[config.mk]
export PLATFORM = sky130hd
export DESIGN_NAME = power_sched
export DESIGN_NICKNAME = d
export VERILOG_FILES = /design/src/rtl/power_pkg.sv /design/src/rtl/rr_arbiter.sv /design/src/rtl/power_sched.sv
export SDC_FILE = /design/constraint.sdc
export NUM_CORES = 1
export LEC_CHECK = 0
export CORE_ASPECT_RATIO = 0.8
export CORE_MARGIN = 4
export CORE_UTILIZATION = 44
export CTS_CLUSTER_DIAMETER = 50
export DETAILED_ROUTE_END_ITERATION = 16
export PLACE_DENSITY = 0.87
export SETUP_SLACK_MARGIN = 0.5
export SYNTH_ARGS = -nofsm -noshare
export SYNTH_HDL_FRONTEND = slang
export SYNTH_HIERARCHICAL = 1
export SYNTH_SLANG_ARGS = --single-unit
[constraint.sdc]
create_clock -name clk -period 13 [get_ports clk]
set_input_delay 2.6 -clock clk [delete_from_list [all_inputs] [get_ports clk]]
set_output_delay 2.6 -clock clk [all_outputs]
set_load 0.05 [all_outputs]
[src/rtl/power_pkg.sv]
// Shared constants and FSM encoding for the power-pipe scheduler.
package power_pkg;
  localparam int PW_LATENCY_DEF = 3;
  localparam int RESULT_W       = 64;

  typedef enum logic [1:0] {
    ST_IDLE  = 2'd0,
    ST_RUN   = 2'd1,
    ST_DRAIN = 2'd2
  } state_t;
endpackage

[src/rtl/rr_arbiter.sv]
// Round-robin arbiter: one-hot grant, search starts just after the last granted index.
module rr_arbiter #(
  parameter int NUM_REQ = 4,
  parameter int IW      = (NUM_REQ > 1) ? $clog2(NUM_REQ) : 1
) (
  input  logic [NUM_REQ-1:0] req,
  input  logic [IW-1:0]      ptr,
  output logic [NUM_REQ-1:0] grant
);
  logic          found;
  logic          hit;
  logic [IW-1:0] idx;

  // Walk the requesters in rotated order and keep the first hit only
  always_comb begin
    grant = {NUM_REQ{1'b0}};
    found = 1'b0;
    hit   = 1'b0;
    idx   = {IW{1'b0}};
    for (int i = 1; i <= NUM_REQ; i++) begin
      idx        = IW'((int'(ptr) + i) % NUM_REQ);
      hit        = req[idx] & ~found;
      grant[idx] = grant[idx] | hit;
      found      = found | hit;
    end
  end
endmodule

[src/rtl/power_sched.sv]
// Schedules NUM_REQ requesters onto one shared power pipe and routes each
// result back to its owner using a tag pipe that tracks the pipe latency.
module power_sched
  import power_pkg::*;
#(
  parameter int DATA_WIDTH = 32,
  parameter int NUM_REQ    = 4,
  parameter int PW_LATENCY = PW_LATENCY_DEF
) (
  input  logic                          clk,
  input  logic                          reset,
  input  logic                          i_enable,
  input  logic [NUM_REQ-1:0]            i_req_valid,
  input  logic [NUM_REQ*DATA_WIDTH-1:0] i_req_data,
  output logic [NUM_REQ-1:0]            o_req_ready,
  output logic                          o_pw_valid,
  output logic [DATA_WIDTH-1:0]         o_pw_data,
  input  logic                          i_pw_valid,
  input  logic [RESULT_W-1:0]           i_pw_data,
  output logic [NUM_REQ-1:0]            o_rsp_valid,
  output logic [RESULT_W-1:0]           o_rsp_data,
  output logic                          o_busy,
  output logic                          o_err
);
  localparam int IW = (NUM_REQ > 1) ? $clog2(NUM_REQ) : 1;
  localparam int CW = $clog2(PW_LATENCY + 3);
  localparam logic [IW-1:0] PTR_RST = IW'(NUM_REQ - 1);

  state_t                         state;
  logic [IW-1:0]                  rr_ptr;
  logic [IW-1:0]                  grant_idx;
  logic [IW-1:0]                  pw_idx;
  logic [NUM_REQ-1:0]             arb_req;
  logic [NUM_REQ-1:0]             grant;
  logic                           xfer;
  logic [PW_LATENCY-1:0]          tag_v;
  logic [PW_LATENCY-1:0][IW-1:0]  tag_idx;
  logic                           tag_out_v;
  logic [IW-1:0]                  tag_out_idx;
  logic                           rsp_fire;
  logic [CW-1:0]                  inflight;

  // New grants only while running with the enable still high
  assign arb_req = i_req_valid & {NUM_REQ{(state == ST_RUN) && i_enable}};

  rr_arbiter #(
    .NUM_REQ (NUM_REQ),
    .IW      (IW)
  ) u_arb (
    .req   (arb_req),
    .ptr   (rr_ptr),
    .grant (grant)
  );

  assign o_req_ready = grant;
  assign xfer        = |grant;
  assign tag_out_v   = tag_v[PW_LATENCY-1];
  assign tag_out_idx = tag_idx[PW_LATENCY-1];
  assign rsp_fire    = i_pw_valid & tag_out_v;

  // One-hot grant to binary index
  always_comb begin
    grant_idx = {IW{1'b0}};
    for (int k = 0; k < NUM_REQ; k++) begin
      grant_idx = grant_idx | (grant[k] ? IW'(k) : {IW{1'b0}});
    end
  end

  // Scheduler FSM; busy is registered alongside the state
  always_ff @(posedge clk or posedge reset) begin
    if (reset) begin
      state  <= ST_IDLE;
      o_busy <= 1'b0;
    end else begin
      case (state)
        ST_IDLE: begin
          if (i_enable) begin
            state  <= ST_RUN;
            o_busy <= 1'b1;
          end
        end
        ST_RUN: begin
          if (!i_enable) begin
            state <= ST_DRAIN;
          end
        end
        ST_DRAIN: begin
          if (inflight == {CW{1'b0}}) begin
            state  <= ST_IDLE;
            o_busy <= 1'b0;
          end
        end
        default: begin
          state  <= ST_IDLE;
          o_busy <= 1'b0;
        end
      endcase
    end
  end

  // Issue stage: register the granted operand toward the pipe and move the pointer
  always_ff @(posedge clk or posedge reset) begin
    if (reset) begin
      o_pw_valid <= 1'b0;
      o_pw_data  <= {DATA_WIDTH{1'b0}};
      pw_idx     <= {IW{1'b0}};
      rr_ptr     <= PTR_RST;
    end else begin
      o_pw_valid <= xfer;
      if (xfer) begin
        o_pw_data <= i_req_data[int'(grant_idx)*DATA_WIDTH +: DATA_WIDTH];
        pw_idx    <= grant_idx;
        rr_ptr    <= grant_idx;
      end
    end
  end

  // Tag pipe mirrors the power pipe so the owner is known when the result exits
  always_ff @(posedge clk or posedge reset) begin
    if (reset) begin
      tag_v   <= {PW_LATENCY{1'b0}};
      tag_idx <= '0;
    end else begin
      tag_v[0]   <= o_pw_valid;
      tag_idx[0] <= pw_idx;
      for (int s = 1; s < PW_LATENCY; s++) begin
        tag_v[s]   <= tag_v[s-1];
        tag_idx[s] <= tag_idx[s-1];
      end
    end
  end

  // Response routing, sticky protocol error and in-flight accounting
  always_ff @(posedge clk or posedge reset) begin
    if (reset) begin
      o_rsp_valid <= {NUM_REQ{1'b0}};
      o_rsp_data  <= {RESULT_W{1'b0}};
      o_err       <= 1'b0;
      inflight    <= {CW{1'b0}};
    end else begin
      if (rsp_fire) begin
        o_rsp_valid <= NUM_REQ'(1) << tag_out_idx;
        o_rsp_data  <= i_pw_data;
      end else begin
        o_rsp_valid <= {NUM_REQ{1'b0}};
      end
      if (i_pw_valid != tag_out_v) begin
        o_err <= 1'b1;
      end
      // A slot retires whenever its tag exits, whether answered or dropped
      case ({xfer, tag_out_v})
        2'b10:   inflight <= inflight + CW'(1);
        2'b01:   inflight <= inflight - CW'(1);
        default: inflight <= inflight;
      endcase
    end
  end
endmodule

==> impl_summary.md, run 1 <==
Floorplan
Measured along the y axis, the die boundary spans 112.6 um. The die footprint is 15620 um^2. The placement row count is 37. The initial core utilization is 45.92%. The die is 138.7 um wide.

The core footprint is 13100 um^2. The I/O pin total is 307.

Route
The total via count in the routed design is 5428. The count of nets left with antenna violations once routing finished came out at 0. After detailed routing, the number of vias per cell comes to 5.516. The per-cell routed wire length is 21.64 um. The number of detailed-route iterations in the first pass is 5.

The post-detailed-routing wire length is 21.29 mm. After detailed routing, the number of remaining DRC violations is 0. The detailed router finished its first iteration with 392 violations.

Timing
Timing would allow up to 0.1058 GHz. Dividing the final minimum period by the clock period gives 72.71%. Setup repair after global routing left no endpoint under its margin. The max-slew violation total from the final report is 0.

For the final routed database, the setup TNS stands at 0 ps. The post-layout minimum cycle time is 9453 ps. The setup clock skew after layout is 10.05 ps.

The setup violation total in the final timing report is 0. The post-route worst setup slack is 3547 ps. The normalized max-slew margin is 19.39%.

The final number of hold-violating endpoints is 0. For the pin with the worst max-slew slack, the measured transition is 1205 ps.

GRT
The via count of the first global-routing pass came to 5607. The first global-routing pass estimated 33.10 mm of wire. The initial antenna violation count was 1. The total routing resource utilization after global routing is 27.15%.

Summed over all layers, the global routing overflow is 0. Entering global routing, the biggest net connects 70 pins.

Yosys
The sequential fraction of the synthesis area is 50.37%. In this run the mean area of a mapped cell was 11.98 um^2. Yosys printed 6 warnings. The distinct cell type count of the synthesized netlist is 58. The synthesized design contains 121 register bits. After synthesis the cells add up to 6016 um^2.

The count of mapped cells out of synthesis is 502. The net count after synthesis is 709.

Critical path
Among the stages of the critical path, the cell type that occurs most often is sky130_fd_sc_hd__clkdlybuf4s50_1. STA puts the critical path data arrival time at 6850 ps. The standard cell with the maximum stage delay on the critical path is sky130_fd_sc_hd__clkdlybuf4s50_1.

The worst setup path is launched from an input port. The number of buffers and inverters on the critical path is 2. The setup slack of the worst register-to-register path is 7770 ps. The critical path data required time is 10400 ps. The worst setup path category is in2out. In this design, the largest share of critical-path delay is due to buffers and inverters. The critical-path maximum fanout is 10. The category of the worst setup path capture point is an output port. The signal on the critical path passes through clkdlybuf4s50_1 > nor2b_1 > and3_1 > mux4_2 > mux2_4 > nand2_1 > nand3_1 > a21boi_0 > o32ai_1 > clkdlybuf4s50_1. The maximum cell stage delay along the critical path is 990 ps.

Clock network
The clock sink count is 121. No sink is reached through more buffers than the 2 on the longest clock path. The number of gates given a new drive strength after cts is 0.

Once the clock tree was built, the setup fixing pass inserted 0 buffers. After clock tree synthesis, the flow added hold-fix buffers numbering 0. Buffers inserted during clock tree synthesis total 17. In this run the number of H-tree levels came out at 4. Clock-pin slew was measured on the worst setup and hold paths at 50 ps. The clock latency reported for the late side of the worst-skew pair is 410 ps. The cell sitting at the root of the clock tree is a sky130_fd_sc_hd__clkbuf_16. The TritonCTS clock tree is built.

Placed design
The detailed placement HPWL is 15.59 mm. The number of placed instances, taps included, is 952. The number of input and output port buffers inserted is 306. The worst setup slack before clock tree synthesis is 3659 ps. The routability-driven placement congestion ratio is 0.8981.

Finish
Leaving out filler cells and counting taps, the final layout contains 984. In the layout the commonest cells are 306 x sky130_fd_sc_hd__clkdlybuf4s50_1, 119 x sky130_fd_sc_hd__dfrtp_1, 67 x sky130_fd_sc_hd__mux2_2. The share of post-route cells with drive strength above 1 is 16.32%. The number of filler instances in the final layout is 833. The final layout contains 1003 nets. Relative to the synthesized area, the layout overhead comes to 60.46%.

0 antenna diodes ended up in the layout. The most common cell after layout, fill and taps aside is sky130_fd_sc_hd__clkdlybuf4s50_1.

Status
The flow ran to the end, and the final reports show no timing, DRC or antenna violations.

Flow run
The count of max-cap constraint violations is 0.

Hold path
The kind of path behind the tightest hold check is reg2reg.
-- state kept, by name, indices dropped and copies added (netlist names) --
name / count
pw_idx: 2
o_rsp_data: 64
state: 2
tag_v: 3
inflight: 3
tag_idx: 4
o_pw_valid: 1
o_busy: 1
tag_out_idx: 2
o_err: 1
o_rsp_valid: 4
o_pw_data: 32
rr_ptr: 2
-- cells in the mapped netlist, drive strengths merged --
| master | n | area share (%) |
|---|---|---|
| clkbuf | 14 | 1.6 |
| nand3 | 3 | 0.25 |
| or3b | 2 | 0.29 |
| o32ai | 2 | 0.29 |
| inv | 9 | 0.56 |
| a31o | 1 | 0.15 |
| dlymetal6s2s | 1 | 0.21 |
| nand4 | 2 | 0.21 |
| or2b | 3 | 0.37 |
| o311ai | 32 | 4.7 |
| nand2b | 29 | 3.0 |
| nor2b | 5 | 0.52 |
| nor2 | 44 | 2.9 |
| bufbuf | 2 | 1.1 |
| fa | 1 | 0.33 |
| and3b | 1 | 0.15 |
| a221oi | 3 | 0.44 |
| o22ai | 4 | 0.42 |
| a21o | 1 | 0.15 |
| xnor2 | 1 | 0.15 |
| a22oi | 33 | 4.1 |
| dfstp | 2 | 0.87 |
| a211o | 5 | 0.73 |
| dfrtp | 119 | 50 |
| or3 | 1 | 0.10 |
| and3 | 5 | 0.52 |
| clkdlybuf4s25 | 1 | 0.17 |
| o211ai | 1 | 0.12 |
| nand3b | 3 | 0.37 |
| xor2 | 2 | 0.29 |
| nand2 | 18 | 1.1 |
| a21oi | 37 | 3.8 |
| mux4 | 3 | 1.1 |
| or2 | 2 | 0.21 |
| a21boi | 2 | 0.25 |
| mux2 | 68 | 13 |
| o21ai | 5 | 0.48 |
| a31oi | 4 | 0.42 |
| a211oi | 2 | 0.25 |
| nor3b | 2 | 0.44 |
| a311o | 1 | 0.17 |
| buf | 18 | 2.3 |
| ha | 6 | 1.2 |
| nor4 | 1 | 0.35 |
| a2111oi | 1 | 0.46 |
-- kinds of logic after synthesis --
logic type	Yosys count	share of synthesized area, %
AO/OA/AOI/OAI	134	16.91
multiplexers	71	13.91
adder cells (fa/ha/maj)	7	1.581
XOR/XNOR	3	0.4369
buffers and inverters	45	5.990
flip-flops	121	50.37
AND/OR/NAND/NOR	121	10.79
-- area by class of cell --
type | instances | area, um^2 | share of cell area (%)
timing repair buffer | 311 | 3100 | 32.12
sequential | 121 | 3030 | 31.39
multi-input combinational | 336 | 2641 | 27.36
clock buffer | 19 | 432.9 | 4.485
tap | 175 | 219.0 | 2.268
clock inverter | 13 | 192.7 | 1.996
inverter | 9 | 36.28 | 0.3759
-- final timing paths --
check	from	to	cells past startpoint
setup / recovery	i_enable	o_req_ready[2]	10
hold / removal	tag_idx[1]	tag_idx[3]	0
setup reg to reg	rr_ptr[0]	o_pw_data[11]	12
hold reg to reg	tag_idx[1]	tag_idx[3]	0
max in group asynchronous	reset	o_rsp_data[43]	3
min in group asynchronous	reset	o_rsp_data[22]	2
-- per-layer routing --
metal  wire [um]  part of all wire (%)  GRT usage, %
met4         589                   2.8         8.149
met2       10740                    50         46.75
met5          13                 0.061             0
met1        8454                    40         32.96
met3        1491                   7.0         8.560
-- metrics by stage --
| step | area, um^2 | utilization, % | hold slack (ps) |
|---|---|---|---|
| after global placement | 9027 | 68.90 | 333.6 |
| final | 9653 | 73.68 | 342.2 |
| after CTS | 9653 | 73.68 | 340.9 |
| after detailed placement | 9027 | 68.90 | 334.7 |
| after global routing | 9653 | 73.68 | 358.1 |
| after floorplan | 6016 | - | 331.2 |
Power of run 1 is left out: the tool's default activity adds up to more than one toggle a clock period on the data nets, which glitch-free logic cannot reach.
==> inputs of run 2 (changes only) <==
- CORE_UTILIZATION: 44 -> 37
- PLACE_DENSITY: 0.87 -> 0.78
- clock period: 13 -> 8.4 ns (I/O delays scaled with it)
==> run 2 against run 1 <==
Die area rose by 18%. Register-to-register slack worse by 4500 ps. Critical endpoint unchanged. Critical path depth unchanged. Sequential share of layout area decreased by 0.073 points. Sequential cell count stayed put. Wire length decreased by 4.6%. Worst setup slack worse by 2600 ps. Utilization fell by 13 points. First-iteration DRC count shrank 17%. Final area grew 0.23%. Cell count up 4.3%.
==> impl_summary.md, run 2 (synthesis gave the netlist of run 1 again) <==
Status
The flow ran to the end, and the final reports show no timing, DRC or antenna violations.

Clock network
The clock latency reported for the late side of the worst-skew pair is 410 ps. In this run, post-CTS hold repair placed 0 buffers. In this run the deepest clock path goes through 2 buffers. Post-CTS timing repair inserted 0 buffers for setup. The clock sink count is 121. The TritonCTS clock tree is built. In this run, post-CTS repair resized a total of 0 instances.

After clock tree synthesis, the clock-pin slew on the worst setup and hold paths is 60 ps. Counting the buffers created by CTS gives 17. The maximum level of the CTS H-tree is 4.

The cell chosen for the clock root is sky130_fd_sc_hd__clkbuf_16.

Timing
The measured slew at the worst slew-check pin is 1109 ps. The sum of negative setup slack is 0 ps. The normalized max-slew margin is 25.85%. Setup repair after global routing left no endpoint under its margin. The final number of hold-violating endpoints was 0. On the final layout, the worst clock skew is 12.96 ps. The max-slew violation total from the final report is 0. The share of the cycle needed by the critical path after routing is 89.28%. The setup violation total in the final timing report is 0. The worst path needs 7500 ps of the cycle, external delays included. The top achievable clock speed is 0.1333 GHz.

Finish
In the layout the commonest cells are 306 x sky130_fd_sc_hd__clkdlybuf4s50_1, 119 x sky130_fd_sc_hd__dfrtp_1, 67 x sky130_fd_sc_hd__mux2_2. The number of filler instances in the final layout is 1233. The register with the most flip-flops in the layout has 64 of them.

The register with the highest flop count is o_rsp_data. The largest registers in the layout are o_rsp_data x64, o_pw_data x32. The share of post-route cells with drive strength above 1 is 16.54%. The library cell used most frequently in the layout, excluding fill and tap cells, is sky130_fd_sc_hd__clkdlybuf4s50_1. Relative to the synthesized area, the layout overhead comes to 60.84%. The number of nets in the layout is 1004.

Route
In the final routed layout, each cell accounts on average for 19.80 um. The routed layout has 5360 vias. The count of routing violations after the opening detailed-route iteration is 324. The remaining routing DRC violations is 0. Using the TritonRoute via totals, the vias-per-cell ratio works out to 5.224. The number of nets still failing antenna checks after routing is 0. The post-detailed-routing wire length is 20.31 mm. The number of detailed-route iterations in the first pass is 5.

GRT
The initial antenna violation count is 1. The total routing resource utilization after global routing is 21.47%. Entering global routing, the biggest net connects 75 pins. The via count of the first global-routing pass was 5424. The global-route wire length before repair is 29.96 mm. The overflow left after global routing is 0.

Critical path
The worst setup path is of the in2out kind. The count of cells along the worst register-to-register path is 16. The standard cell with the maximum stage delay on the critical path is sky130_fd_sc_hd__clkdlybuf4s50_1. For flop-to-flop paths, the worst setup slack is 3230 ps.

Of all nets on the critical path, the largest fanout is 10. Together, buffers and inverters on the worst path number 2. In this design, the largest share of critical-path delay is due to buffers and inverters. In this design, the stage delay of the slowest critical-path cell is 970 ps.

The critical path goes through clkdlybuf4s50_1 > nor2b_1 > and3_1 > mux4_2 > mux2_4 > nand2_1 > nand3_1 > a21boi_0 > o32ai_1 > clkdlybuf4s50_1. The origin of the critical flop-to-flop path is rr_ptr[0]. In this design, the critical path's most frequently occurring cell is sky130_fd_sc_hd__clkdlybuf4s50_1. The endpoint arrival time on the critical path is 5820 ps. The element type at the critical path start is an input port. The worst setup path is captured at an output port. In this run the critical register-to-register path is captured at inflight[2]. Data on the critical path is required at its endpoint by 6720 ps.

Hold path
The cell depth of the worst hold path is 0. The startpoint identified for the worst hold timing path is tag_idx[1]. In this run the worst hold path is classified as reg2reg. The worst hold path terminates at tag_idx[3].

Floorplan
The die is 122.1 um tall. The floorplan step set the die width to 150.6 um. The floorplan step defined a core boundary enclosing 15850 um^2.

The placement row count is 41. The die covers 18380 um^2. The I/O pin total is 307. The initial core utilization is 37.95%.

Placed design
The detailed placement HPWL is 15.20 mm. The number of input and output port buffers inserted is 306. The routability-driven placement congestion ratio is 0.9015.

Flow run
Max-cap violations in this run came to 0.
-- run 2: layout make-up --
type                       count  area, um^2  area share, %
antenna                        1       2.502        0.02586
timing repair buffer         312        3108          32.12
clock buffer                  19       442.9          4.578
tap                          215       269.0          2.780
sequential                   121        3030          31.32
inverter                       9       36.28         0.3750
multi-input combinational    336        2641          27.30
clock inverter                13       145.1          1.500
-- run 2: worst reg2reg max path, stage by stage (launching register included) --
cell and delay, ps:
sky130_fd_sc_hd__dfstp_2 780, sky130_fd_sc_hd__inv_1 260, sky130_fd_sc_hd__ha_1 480, sky130_fd_sc_hd__mux4_2 450, sky130_fd_sc_hd__mux2_4 400, sky130_fd_sc_hd__a2111oi_4 380, sky130_fd_sc_hd__o21ai_2 130, sky130_fd_sc_hd__nand2_1 150
sky130_fd_sc_hd__o22ai_4 90, sky130_fd_sc_hd__buf_4 350, sky130_fd_sc_hd__nor4_4 500, sky130_fd_sc_hd__ha_1 250, sky130_fd_sc_hd__inv_1 60, sky130_fd_sc_hd__fa_1 370, sky130_fd_sc_hd__xor2_1 160, sky130_fd_sc_hd__nor2_1 120
sky130_fd_sc_hd__xor2_1 160
-- run 2: worst max path at each step --
| stage | startpoint | endpoint | slack [ps] | cells past startpoint |
|---|---|---|---|---|
| after floorplan | i_enable | o_req_ready[3] | 1560 | 8 |
| after global placement | i_enable | o_req_ready[2] | 1190 | 10 |
| after detailed placement | i_enable | o_req_ready[2] | 980 | 10 |
| after CTS | i_enable | o_req_ready[2] | 960 | 10 |
| after global routing | i_enable | o_req_ready[2] | 600 | 10 |
| final | i_enable | o_req_ready[2] | 900 | 10 |
-- run 2: per-stage QoR --
stage	setup WS [ps]	utilization, %	instances	instance area, um^2	hold WS [ps]
after floorplan	1556	-	502	6016	331.2
after global placement	1187	57.31	993	9085	332.5
after detailed placement	978.3	57.31	993	9085	335.6
after CTS	961.4	61.02	1025	9673	346.7
after global routing	595.5	61.04	1026	9676	358.7
final	900.3	61.04	1026	9676	343.7
-- run 2: routing by layer --
layer	track usage, %	share of wire [%]
met1	25.32	39
met2	36.24	50
met3	7.215	8.8
met4	8.400	2.8
met5	0	0
Power of run 2 is left out for the same reason.
